**config.mk**
```make
export PLATFORM = sky130hd
export DESIGN_NAME = otter_fetch_pc
export DESIGN_NICKNAME = d
export VERILOG_FILES = /design/src/rtl/otter_fetch_pc.sv
export SDC_FILE = /design/constraint.sdc
export NUM_CORES = 1
export LEC_CHECK = 0
export CORE_MARGIN = 10
export CORE_UTILIZATION = 35
export CTS_CLUSTER_DIAMETER = 40
export DETAILED_ROUTE_END_ITERATION = 12
export GPL_TIMING_DRIVEN = 0
export PLACE_DENSITY_LB_ADDON = 0.15
export SLEW_MARGIN = 40
export SYNTH_ARGS = -nofsm -noshare
export SYNTH_HDL_FRONTEND = slang
export SYNTH_SLANG_ARGS = --single-unit
```
**constraint.sdc**
```tcl
create_clock -name clk -period 2.1 [get_ports clk]
set_input_delay 0.525 -clock clk [delete_from_list [all_inputs] [get_ports clk]]
set_output_delay 0.525 -clock clk [all_outputs]
set_load 0.03 [all_outputs]
```
**src/rtl/otter_fetch_pc.sv**
```systemverilog
// otter_fetch_pc: instruction fetch program counter with trap/redirect targeting and a one-deep pending target.
// Define OTTER_PC_COMPRESSED_EN to enable 2-byte alignment and 16-bit instruction increments.
module otter_fetch_pc #(
  parameter int          XLEN      = 32,
  parameter logic [31:0] RESET_VEC = 32'h0000_0000
) (
  input  logic            clk,
  input  logic            rst_n,
  input  logic            stall,
  input  logic            redirect_valid,
  input  logic [XLEN-1:0] redirect_addr,
  input  logic            trap_valid,
  input  logic [XLEN-1:0] trap_addr,
  input  logic            is_compressed,
  output logic            fetch_valid,
  input  logic            fetch_ready,
  output logic [XLEN-1:0] addr,
  output logic [XLEN-1:0] addr_inc,
  output logic            misaligned
);

`ifdef OTTER_PC_COMPRESSED_EN
  localparam int ALIGN_BITS = 1;
`else
  localparam int ALIGN_BITS = 2;
`endif

  localparam logic [XLEN-1:0] ALIGN_MASK = {XLEN{1'b1}} << ALIGN_BITS;
  localparam logic [XLEN-1:0] RESET_ADDR = XLEN'(RESET_VEC) & ALIGN_MASK;

  typedef enum logic [1:0] {
    BOOT = 2'd0,
    RUN  = 2'd1,
    PEND = 2'd2
  } state_t;

  state_t          state_reg, state_next;
  logic [XLEN-1:0] addr_reg, addr_next;
  logic [XLEN-1:0] pend_reg, pend_next;
  logic            mis_reg, mis_next;

  logic            accept;
  logic            open_slot;
  logic            tgt_valid;
  logic [XLEN-1:0] tgt_raw;
  logic [XLEN-1:0] apply_tgt;
  logic            apply_mis;

  assign fetch_valid = (state_reg != BOOT) && !stall;
  assign accept      = fetch_valid && fetch_ready;
  // Nothing is left outstanding after this edge, so addr is free to move.
  assign open_slot   = !fetch_valid || fetch_ready;

  assign tgt_valid = trap_valid || redirect_valid;
  assign tgt_raw   = trap_valid ? trap_addr : redirect_addr;
  assign apply_tgt = (state_reg == PEND && !tgt_valid) ? pend_reg : tgt_raw;

`ifdef OTTER_PC_COMPRESSED_EN
  assign addr_inc  = addr_reg + (is_compressed ? XLEN'(2) : XLEN'(4));
  // Only bit 0 is ever cleared here, and bit 0 never counts as misaligned.
  assign apply_mis = 1'b0;
`else
  logic unused_is_compressed;
  assign unused_is_compressed = is_compressed;
  assign addr_inc  = addr_reg + XLEN'(4);
  assign apply_mis = apply_tgt[1];
`endif

  always_comb begin
    state_next = state_reg;
    addr_next  = addr_reg;
    pend_next  = pend_reg;
    mis_next   = 1'b0;
    case (state_reg)
      BOOT: begin
        state_next = RUN;
      end
      RUN: begin
        if (tgt_valid) begin
          if (!open_slot) begin
            pend_next  = tgt_raw;
            state_next = PEND;
          end else begin
            addr_next = apply_tgt & ALIGN_MASK;
            mis_next  = apply_mis;
          end
        end else if (accept) begin
          addr_next = addr_inc;
        end
      end
      PEND: begin
        if (open_slot) begin
          addr_next  = apply_tgt & ALIGN_MASK;
          mis_next   = apply_mis;
          state_next = RUN;
        end else if (tgt_valid) begin
          pend_next = tgt_raw;
        end
      end
      default: begin
        state_next = BOOT;
      end
    endcase
  end

  always_ff @(posedge clk or negedge rst_n) begin
    if (!rst_n) begin
      state_reg <= BOOT;
      addr_reg  <= RESET_ADDR;
      pend_reg  <= '0;
      mis_reg   <= 1'b0;
    end else begin
      state_reg <= state_next;
      addr_reg  <= addr_next;
      pend_reg  <= pend_next;
      mis_reg   <= mis_next;
    end
  end

  assign addr       = addr_reg;
  assign misaligned = mis_reg;

endmodule
```
# [Word level (Yosys, flattened, before mapping)]
# Cells that the tools add are included.
[op_classes] eq_ne=8 n_addsub=1 muxes=18 n_reduce_logical=14
[ops] operator="two-way mux 32 bit" n=9
[ops] operator="one-hot mux 32 bit (2 select lines)" n=2
[ops] operator="adder 32 x 3 -> 32 bit (second input constant)" n=1
[ops] operator="inequality test 2 bit (second input constant)" n=5
[ops] operator="two-way mux 2 bit" n=3
[ops] operator="one-hot mux 2 bit (3 select lines)" n=1
[ops] operator="AND reduction 5 bit" n=1
[ops] operator="nonzero test 2 bit" n=2
[ops] operator="logical AND 1 bit" n=3
[ops] operator="zero test 1 bit" n=3
[ops] operator="inequality test 3 bit (second input constant)" n=1
[ops] operator="AND reduction 3 bit" n=1
[ops] operator="== test 2 x 1 -> 1 bit (second input constant)" n=1
[ops] operator="== test 2 bit (second input constant)" n=1
[ops] operator="zero test 2 bit" n=1
[ops] operator="logical OR 1 bit" n=2
[ops] operator="two-way mux 1 bit" n=2
[ops] operator="one-hot mux 1 bit (2 select lines)" n=1
[ops] operator="AND reduction 2 bit" n=1
[totals] register_bits=67 word_cells=45

# [Depth between registers and ports, before layout]
# Gate-level depths: netlist of the first run.
[depth] ltp_word=7 ltp_mapped=11 mapped_depth_nobuf=7

# [Worst setup path after synthesis of the first run]
# No wires, ideal clock.
[synth_path] path_kind="register to output" start="register addr_reg[8] (netlist: addr[8])" end="output addr_inc[29]" stages_incl_launch_ff=7 required_time_ps=1575 path_buffers=2 path_slack_ps=-757 arrival_ps=2332 cell_sequence="dfrtp_1 buf_4 nand4_2 or4_1 buf_2 nor4_4 xor2_1"
[synth_between] elab_chain_cells=1
[synth_rtl] element="start: declaration" line_no="38" rtl="logic [XLEN-1:0] addr_reg, addr_next;"
[synth_rtl] element="start signal: assignment" line_no="114" rtl="addr_reg <= addr_next;"
[synth_rtl] element="adder 32 x 3 -> 32 bit" line_no="65" rtl="assign addr_inc = addr_reg + XLEN'(4);"
[synth_rtl] element="end: declaration" line_no="18" rtl="output logic [XLEN-1:0] addr_inc,"
# Every way passes these cells.

# [Worst setup path in the final report of the first run]
[layout_path] start="register addr_reg[6] (netlist: addr[6])" end="output addr_inc[29]"
# The elaborated chain is that of the path after synthesis.

==> results.cfg, run 1 <==
[pwr]
p_per_area_nw_per_um2 = 1540
ir_drop_v = 0.000801
total_leakage_power_nw = 3.81

[timing]
post-route-min-period_ns = 2.75
setup_slack_ns = -0.649
rsz0062_at_grt = true
fin_crit_sh_pct = 131
tightest_slew_ns = 0.618
clock_skew_ns = 0.00569
final-setup-viol-count = 45
hold_violations = 0
setup_tns_ns = -13.06
fmax_mhz = 364
timing_max_transition_violations_final = 0
maxSlewHeadroom_pct = 58.4

[critical_path]
arrival_ns = 2.22
cpMaxStageDelayCell = or4_4
ff2ff_setup_slack_ns = -0.15
crit_buf_inv = 2
r2r_start = state_reg[1]$_DFFE_PN0P_
critPathLaunchType = register
reg2reg_depth = 8
crit_family = simple AND/OR/NAND/NOR gates
r2r-end = addr[29]$_DFFE_PN0P_
worst_setup_path_end_kind = output port
crit_type = register to output port
cp_slowest_stage_delay_ns = 0.46
cp_common_cell = buf_6
crit_required_ns = 1.57
crit_fanout = 6
crit_chain = nand4_1 -> buf_6 -> or4_4 -> nor4_4 -> xor2_2 -> buf_6

[global_routing]
grt_pass1_wl_um = 31000
grt_overflow = 0
track_usage_pct = 21.9
grt_start_max_net_pins = 47
grt_pass1_vias = 5366
antenna_found_initial = 0

[route]
drt-met1-wl_um = 8930
drc = 0
first_pass_iters = 5
wire_per_inst_um = 23.0
final_antenna_net_count = 0
avgViaCountPerCell = 5.75
route.met2.wl_um = 10500
routed.top_layer = met4
dr.first_iter.drc_count = 550
vias = 5448
wl_met3_um = 1480
wl_um = 21800

[clock_network]
clk_latency_ns = 0.34
cts.sinks = 66
cts_buffers = 9
root_buffer = clkbuf_16
clkSlewWorstSetupHoldPaths_ns = 0.06
h-tree-depth = 3
cts_buffer_depth = 2
hold_buffers = 0
tritoncts = built

[hold_path]
hold_class = primary input to asynchronous set/reset pin

[placed_design]
dp.cells = 819
dp_slack_ns = -1.22
dp_hpwl_um = 13800
post_dp_cell_area_um2 = 6480
io_buffers = 132
place_congestion = 0.858

[yosys]
yosys_register_bits = 66
syn_inst = 514
synth_warnings = 0
syn_avg_cell_area_um2 = 8.91
synth.distinct_cells = 54
syn_area_um2 = 4580
synth-seq-area-share_pct = 36.1
synth-edff-count = 0
syn-num-nets = 589
synth-main-ff-cell = dfrtp_1
async_flop_share_pct = 100

[floorplan]
dieArea_um2 = 18100
die_w_um = 134
start_util_pct = 36.0
rows = 41
die_h_um = 134
core_area_um2 = 12700
ios = 137

[finish]
diodes = 0
final_cell_area_um2 = 8820
stdcell_count = 948
syn2layout_area_growth_pct = 92.6
largest_reg_flops = 32
fin_nets = 846
final_layout_size_suffix_gt1_share_pct = 47.8

[status]
violations = setup timing
run_status = finished, violations left

[flow_run]
drv_cap = 0
==> repair_timing <==
action                                  in CTS  in global routing
resized for setup                          350                143
endpoints found under the setup margin     100                 90
endpoints found under the hold margin        0                  0
pin swaps                                   34                 56
setup buffers                               76                 44
gates cloned                                 2                  3
==> layout by cell type (no fill, tap or decap), types with 13 or more instances in the layout <==
cell	count
buf_4	85
clkdlybuf4s50_1	80
buf_6	65
nand2_1	59
mux2i_1	44
dfrtp_1	43
o21ai_0	42
dfrtp_2	23
nand4_1	16
nor2_1	16
a21oi_1	15
mux2_2	13
==> cell usage after synthesis (all sizes together), types with 3 or more instances <==
cell type	n	share of area [%]
a211oi	4	0.93
a21oi	23	2.5
a22oi	3	0.49
a2bb2oi	3	0.57
a31oi	3	0.41
and3	4	0.55
and4	6	1.1
buf	26	3.1
clkbuf	14	1.1
dfrtp	66	36
ha	4	1.1
inv	7	0.57
mux2	25	6.1
mux2i	49	11
nand2	64	5.2
nand3	17	1.9
nand4	17	2.5
nor2	28	2.3
nor3	10	1.2
nor4	6	1.3
o21a	4	0.66
o21ai	55	6.0
o221a	3	0.74
o22ai	15	2.0
o311a	3	0.66
o311ai	4	0.77
xnor2	17	3.3
xor2	11	2.1
==> logic make-up (layout without fill, tap and decap cells) <==
family	Yosys count	after routing	share of synthesized area, %
mux	74	74	16.9
compound gates	133	133	18.3
xor+xnor	28	28	5.36
simple gates	162	162	17.5
fa+ha+maj	4	4	1.09
flops	66	66	36.1
buf+inv	47	309	4.78
==> cell type report <==
class	instances	area, µm²
buffer	35	312
sequential	66	1680
clock inverter	1	30.0
tap	172	215
fill	971	3910
inverter	7	26.3
timing repair buffer	251	2500
multi-input combinational	401	3760
clock buffer	15	288
==> worst max-delay path by stage <==
| stage | start | endpoint | slack, ns | depth (start not counted) |
|---|---|---|---|---|
| final | addr[6]$_DFFE_PN0P_ | addr_inc[29] | -0.65 | 6 |
| after global routing | addr[6]$_DFFE_PN0P_ | addr_inc[29] | -0.71 | 6 |
| after CTS | addr[8]$_DFFE_PN0P_ | addr_inc[29] | -0.65 | 7 |
| after detailed placement | addr[4]$_DFFE_PN0P_ | addr_inc[10] | -1.22 | 6 |
| after global placement | rst_n | addr[15]$_DFFE_PN0P_ | -2.31 | 1 |
| after floorplan | addr[4]$_DFFE_PN0P_ | addr_inc[29] | -0.43 | 6 |
==> layer usage <==
metal  track usage (%)  up-vias
li1                  -     2406
met1              27.1     2720
met2              35.3      259
met3              6.01       63
met4              8.65        0
met5                 0        -
==> stage by stage <==
stage / total power [mW] / util, % / hold WS [ns]
2_1_floorplan: 6.60 / - / 0.229
3_3_place_gp: 8.96 / 50.7 / 0.457
3_5_place_dp: 9.07 / 51.0 / 0.394
4_1_cts: 12.2 / 62.7 / 0.0411
5_1_grt: 14.1 / 69.3 / 0.0473
6_report: 13.6 / 69.3 / 0.0320
==> power breakdown <==
group / leakage, nW / switching [mW] / internal [mW]
sequential: 0.773 / 0.663 / 1.95
clock: 0.156 / 0.594 / 1.05
combinational: 2.88 / 5.11 / 4.21
total: 3.81 / 6.36 / 7.21
(Power assumes the default switching activity.)
==> run 2, diff against run 1 <==
- CORE_ASPECT_RATIO: not set -> 0.8
==> run 2 against run 1 <==
  * Die area up 0.16%
  * Via count grew 3.0%
  * Worst setup slack got worse by 0.097 ns
  * Routed wire length rose by 4.2%
  * The run still ends with setup timing left
  * Largest cell class unchanged
  * Critical endpoint unchanged
  * Non-clock buffer count is 30 higher
  * Design area is 2.6% higher
  * Register-to-register slack worse by 0.04 ns
  * Clock-buffer cell count decreased by 3
  * Maximum frequency shrank 3.4%
  * Global-route usage increased by 0.27 points
  * Cell count rose by 3.5%
==> results.cfg, run 2 (synthesis results as in run 1) <==
[timing]
final-setup-viol-count = 52
timing_max_transition_violations_final = 0
fin_crit_sh_pct = 136
rsz0062_at_grt = true
maxSlewHeadroom_pct = 44.4
hold_violations = 0
fmax_mhz = 351
tightest_slew_ns = 0.827
fin_hold_ws_ns = 0.0556
setup_slack_ns = -0.746
post-route-min-period_ns = 2.85
clock_skew_ns = 0.00914

[flow_run]
drv_cap = 0

[route]
wire_per_inst_um = 23.1
drc = 0
first_pass_iters = 5
wl_um = 22700
final_antenna_net_count = 0
vias = 5614
avgViaCountPerCell = 5.72
dr.first_iter.drc_count = 505

[floorplan]
core_area_um2 = 12800
dieArea_um2 = 18100
die_h_um = 122
ios = 137
die_w_um = 148
rows = 37
start_util_pct = 35.7

[finish]
largest_reg_flops = 32
fin_util_pct = 70.6
syn2layout_area_growth_pct = 97.6
diodes = 0
final_cell_area_um2 = 9050
final_cell_mix = 112 x buf_4, 78 x clkdlybuf4s50_1, 75 x buf_6
fillers = 899
stdcell_count = 981
final_common_cell = buf_4
final_layout_size_suffix_gt1_share_pct = 51.4
fin_nets = 877

[global_routing]
grt_pass1_wl_um = 31200
antenna_found_initial = 0
track_usage_pct = 22.2
met3_usage_pct = 5.66
top_usage_layer = met2
grt_pass1_vias = 5514
grt_start_max_net_pins = 40
grtUsageMet1_pct = 29.0
grt_overflow = 0
met2_usage_pct = 34.7

[clock_network]
cts.sinks = 66
cts_buffers = 9
clk_latency_ns = 0.34
root_buffer = clkbuf_16
clkSlewWorstSetupHoldPaths_ns = 0.06
h-tree-depth = 3
hold_buffers = 0
tritoncts = built
cts_buffer_depth = 2

[pwr]
power_switching_mw = 6.69
pwr-share-clk_pct = 11.4
p_per_area_nw_per_um2 = 1600
total_leakage_power_nw = 3.92
internal_power_mw = 7.75
comb_power_share_pct = 70.6
switching_share_pct = 46.3
ir_drop_v = 0.000917
seqPwrFrac_pct = 18.0

[placed_design]
dp_slack_ns = -1.22
place_congestion = 0.896
dp.cells = 822
io_buffers = 132
dp_hpwl_um = 13700
post_dp_cell_area_um2 = 6480

[critical_path]
crit_type = register to output port
worst_setup_path_end_kind = output port
critPathLaunchType = register
crit_required_ns = 1.57
crit_fanout = 7
arrival_ns = 2.32

[status]
violations = setup timing
run_status = finished, violations left

[hold_path]
hold_class = primary input to asynchronous set/reset pin
run 2: cell count changes in the layout (fill, tap and decap cells not counted), sizes merged:
| cell | before | now |
|---|---|---|
| nor2 | 28 | 29 |
| dlygate4sd2 | 12 | 13 |
| buf | 170 | 201 |
| clkinv | 0 | 1 |
| clkbuf | 30 | 27 |
| clkdlybuf4s50 | 80 | 78 |
| clkinvlp | 0 | 1 |
| inv | 7 | 6 |
| bufinv | 1 | 2 |
run 2: area by class of cell:
class	count	area (µm²)	area share (%)
Multi-Input combinational cell	402	3820	42.2
Clock buffer	12	246	2.72
Sequential cell	66	1680	18.5
Timing Repair Buffer	281	2680	29.6
Buffer	35	313	3.46
Clock inverter	3	65.1	0.719
Tap cell	175	219	2.42
Inverter	7	30.0	0.332
run 2: per-stage QoR:
step           TNS, ns  total power [mW]
5_1_grt         -17.75              15.1
2_1_floorplan    -6.32              6.60
6_report        -14.78              14.4
3_5_place_dp    -69.95              9.06
4_1_cts         -10.26              12.2
3_3_place_gp   -205.22              8.93
run 2: what timing repair did:
item | 4_1_cts | 5_1_grt
gates cloned | 4 | 2
setup buffers | 79 | 66
pin swaps | 36 | 74
gates resized for setup | 353 | 155
hold endpoints to repair | 0 | 0
endpoints found under the setup margin | 97 | 90
run 2: critical path, stage by stage (launching register included):
cell     delay (ns)
dfrtp_2        0.41
nand4_1        0.12
buf_6          0.16
or4_4          0.61
nor4_4         0.36
xor2_2         0.17
buf_6          0.15
run 2: per-layer routing:
layer	wire length [µm]	part of all wire (%)	vias up
li1	-	-	2472
met1	9380	41	2782
met2	10900	48	318
met3	1790	7.9	42
met4	592	2.6	0
met5	0	0	-
run 2: final timing paths:
kind | slack (ns) | end | from | cells after the start
worst max register to register | -0.19 | addr[29]$_DFFE_PN0P_ | state_reg[0]$_DFFE_PN0P_ | 8
worst min-delay path | 0.06 | pend_reg[3]$_DFFE_PN0P_ | rst_n | 1
min in group clk | 0.48 | pend_reg[3]$_DFFE_PN0P_ | pend_reg[3]$_DFFE_PN0P_ | 2
worst min register to register | 0.48 | pend_reg[3]$_DFFE_PN0P_ | pend_reg[3]$_DFFE_PN0P_ | 2
worst max-delay path | -0.75 | addr_inc[29] | addr[6]$_DFFE_PN0P_ | 6
max in group asynchronous | 1.51 | addr[18]$_DFFE_PN0P_ | rst_n | 2
run 2: power groups by stage:
stage | combinational (mW) | sequential, mW | clock (mW)
after detailed placement | 6.41 | 2.65 | 0
after floorplan | 3.53 | 3.07 | 0
after CTS | 8.04 | 2.52 | 1.65
after global placement | 6.31 | 2.62 | 0
final | 10.2 | 2.60 | 1.65
after global routing | 10.7 | 2.66 | 1.71
==> run 3, diff against run 2 <==
- CAP_MARGIN: not set -> 15
- CORE_UTILIZATION: 35 -> 43
- CTS_BUF_LIST: not set -> sky130_fd_sc_hd__clkbuf_4 sky130_fd_sc_hd__clkbuf_8 sky130_fd_sc_hd__clkbuf_16
==> run 3 against run 2 <==
  * The run still ends with setup timing left
  * Die area is 16% lower
  * Highest routed layer is now met5
  * Largest cell class unchanged
  * Largest power group unchanged
  * Non-clock buffer count is 15 lower
  * Power is 1.1% lower
==> results.cfg, run 3 (synthesis results as in run 1) <==
[status]
run_status = finished, violations left
violations = setup timing

[timing]
post-route-min-period_ns = 2.82
final-setup-viol-count = 62
hold_violations = 0
maxSlewHeadroom_pct = 51.1
fin_hold_ws_ns = 0.0283
setup_slack_ns = -0.717
fin_crit_sh_pct = 134
timing_max_transition_violations_final = 0
rsz0062_at_grt = true
setup_tns_ns = -16.22
tightest_slew_ns = 0.727
fmax_mhz = 355
clock_skew_ns = 0.0121

[placed_design]
dp_slack_ns = -1.16
dp.cells = 787
place_congestion = 0.882
dp_hpwl_um = 13500
io_buffers = 132

[clock_network]
root_buffer = clkbuf_16
clk_latency_ns = 0.35
cts_buffer_depth = 2
clkSlewWorstSetupHoldPaths_ns = 0.07
cts.sinks = 66
tritoncts = built
h-tree-depth = 3
cts_buffers = 9

[critical_path]
worst_setup_path_end_kind = output port
r2r-end = addr[18]$_DFFE_PN0P_
critPathLaunchType = register
arrival_ns = 2.29
cpMaxStageDelayCell = or4_4
crit_chain = nand4_4 -> or4_4 -> nor4_4 -> xor2_2 -> buf_6
ff2ff_setup_slack_ns = -0.25
r2r_start = state_reg[0]$_DFFE_PN0P_
crit_fanout = 5
reg2reg_depth = 10
crit_type = register to output port
crit_required_ns = 1.57
cp_slowest_stage_delay_ns = 0.66

[pwr]
internal_power_mw = 7.40
ir_drop_v = 0.000875
p_per_area_nw_per_um2 = 1640
switching_share_pct = 48.2
power_switching_mw = 6.89
seqPwrFrac_pct = 18.9
total_leakage_power_nw = 3.78
comb_power_share_pct = 70.5
pwr-share-clk_pct = 10.7

[floorplan]
start_util_pct = 44.4
core_area_um2 = 10300
rows = 33
ios = 137
dieArea_um2 = 15200
die_w_um = 135
die_h_um = 112

[route]
first_pass_iters = 6
wire_per_inst_um = 26.1
vias = 6035
avgViaCountPerCell = 6.48
final_antenna_net_count = 0
wl_um = 24400
drc = 0
dr.first_iter.drc_count = 802

[global_routing]
antenna_found_initial = 0
grt_pass1_vias = 5431
track_usage_pct = 25.0
grt_start_max_net_pins = 46
grt_pass1_wl_um = 29900
grt_overflow = 0

[finish]
fillers = 520
final_cell_mix = 111 x buf_4, 82 x clkdlybuf4s50_1, 56 x nand2_1
syn2layout_area_growth_pct = 90.2
largest_reg_flops = 32
final_layout_size_suffix_gt1_share_pct = 49.0
fin_nets = 862
diodes = 0
final_common_cell = buf_4
stdcell_count = 932

[hold_path]
hold_class = primary input to asynchronous set/reset pin

[flow_run]
drv_cap = 0
[run 3: cell types whose count changed in the layout (fill, tap and decap cells not counted), moves of 4 or more]
cell,change
nor2_4,-4
clkdlybuf4s50_1,+4
a21oi_1,+7
dfrtp_2,+4
buf_12,+4
dfrtp_1,-4
clkbuf_2,-7
nand3_2,-4
clkbuf_4,+7
buf_6,-20
a21oi_2,-7
[run 3: critical path, delay by kind of cell, from the launching register on]
family                 cells  cell delay [ns]
buffers and inverters      1             0.15
AND/OR/NAND/NOR            3             1.15
XOR/XNOR                   1             0.17
flip-flops                 1             0.46
[run 3: power groups by stage]
stage | combinational (mW) | sequential [mW] | clock, mW
CTS | 7.63 | 2.60 | 1.49
floorplan | 3.53 | 3.07 | 0
global route | 10.4 | 2.73 | 1.56
global placement | 6.31 | 2.61 | 0
detailed placement | 6.42 | 2.65 | 0
finish | 10.1 | 2.70 | 1.52
[run 3: timing repair]
| item | CTS | global route |
|---|---|---|
| resized for setup | 289 | 189 |
| gates cloned | 1 | 4 |
| hold endpoints to repair | 0 | 0 |
| pin swaps | 29 | 57 |
| buffers inserted | 59 | 75 |
| hold buffers | 0 | 0 |
| endpoints found under the setup margin | 99 | 89 |
[run 3: through the flow]
step	utilization [%]	power [mW]	instance area [µm²]
detailed placement	62.4	9.07	6440
finish	84.4	14.3	8710
CTS	73.7	11.7	7610
global placement	62.1	8.92	6410
global route	84.4	14.7	8710
floorplan	-	6.60	4920
[run 3: worst max-delay path by stage]
stage                          from                    to  slack [ns]  cells past startpoint
6_report        addr[9]$_DFFE_PN0P_          addr_inc[29]       -0.72                      5
5_1_grt        addr[15]$_DFFE_PN0P_          addr_inc[31]       -0.77                      9
4_1_cts         addr[8]$_DFFE_PN0P_          addr_inc[29]       -0.71                      7
3_5_place_dp    addr[2]$_DFFE_PN0P_          addr_inc[14]       -1.16                      6
3_3_place_gp                  rst_n  addr[15]$_DFFE_PN0P_       -2.20                      1
2_1_floorplan   addr[4]$_DFFE_PN0P_          addr_inc[29]       -0.43                      6
[run 3: routing by layer]
metal  track usage, %  part of all wire, %  vias up
met1             31.5                   36     2861
met5                0                 0.11        -
met4             9.24                  7.3        2
li1                 -                    -     2442
met2             40.0                   44      559
met3             7.00                   12      171
[run 3: cell type report]
class	count	area, µm²	share of cell area, %
plain buffers	34	329	3.78
clock buffers	14	275	3.16
clock inverters	2	12.5	0.144
inverters	7	28.8	0.330
multi-input cells	402	3670	42.2
flip-flops and latches	66	1680	19.3
well taps	140	175	2.01
repair buffers	267	2530	29.1
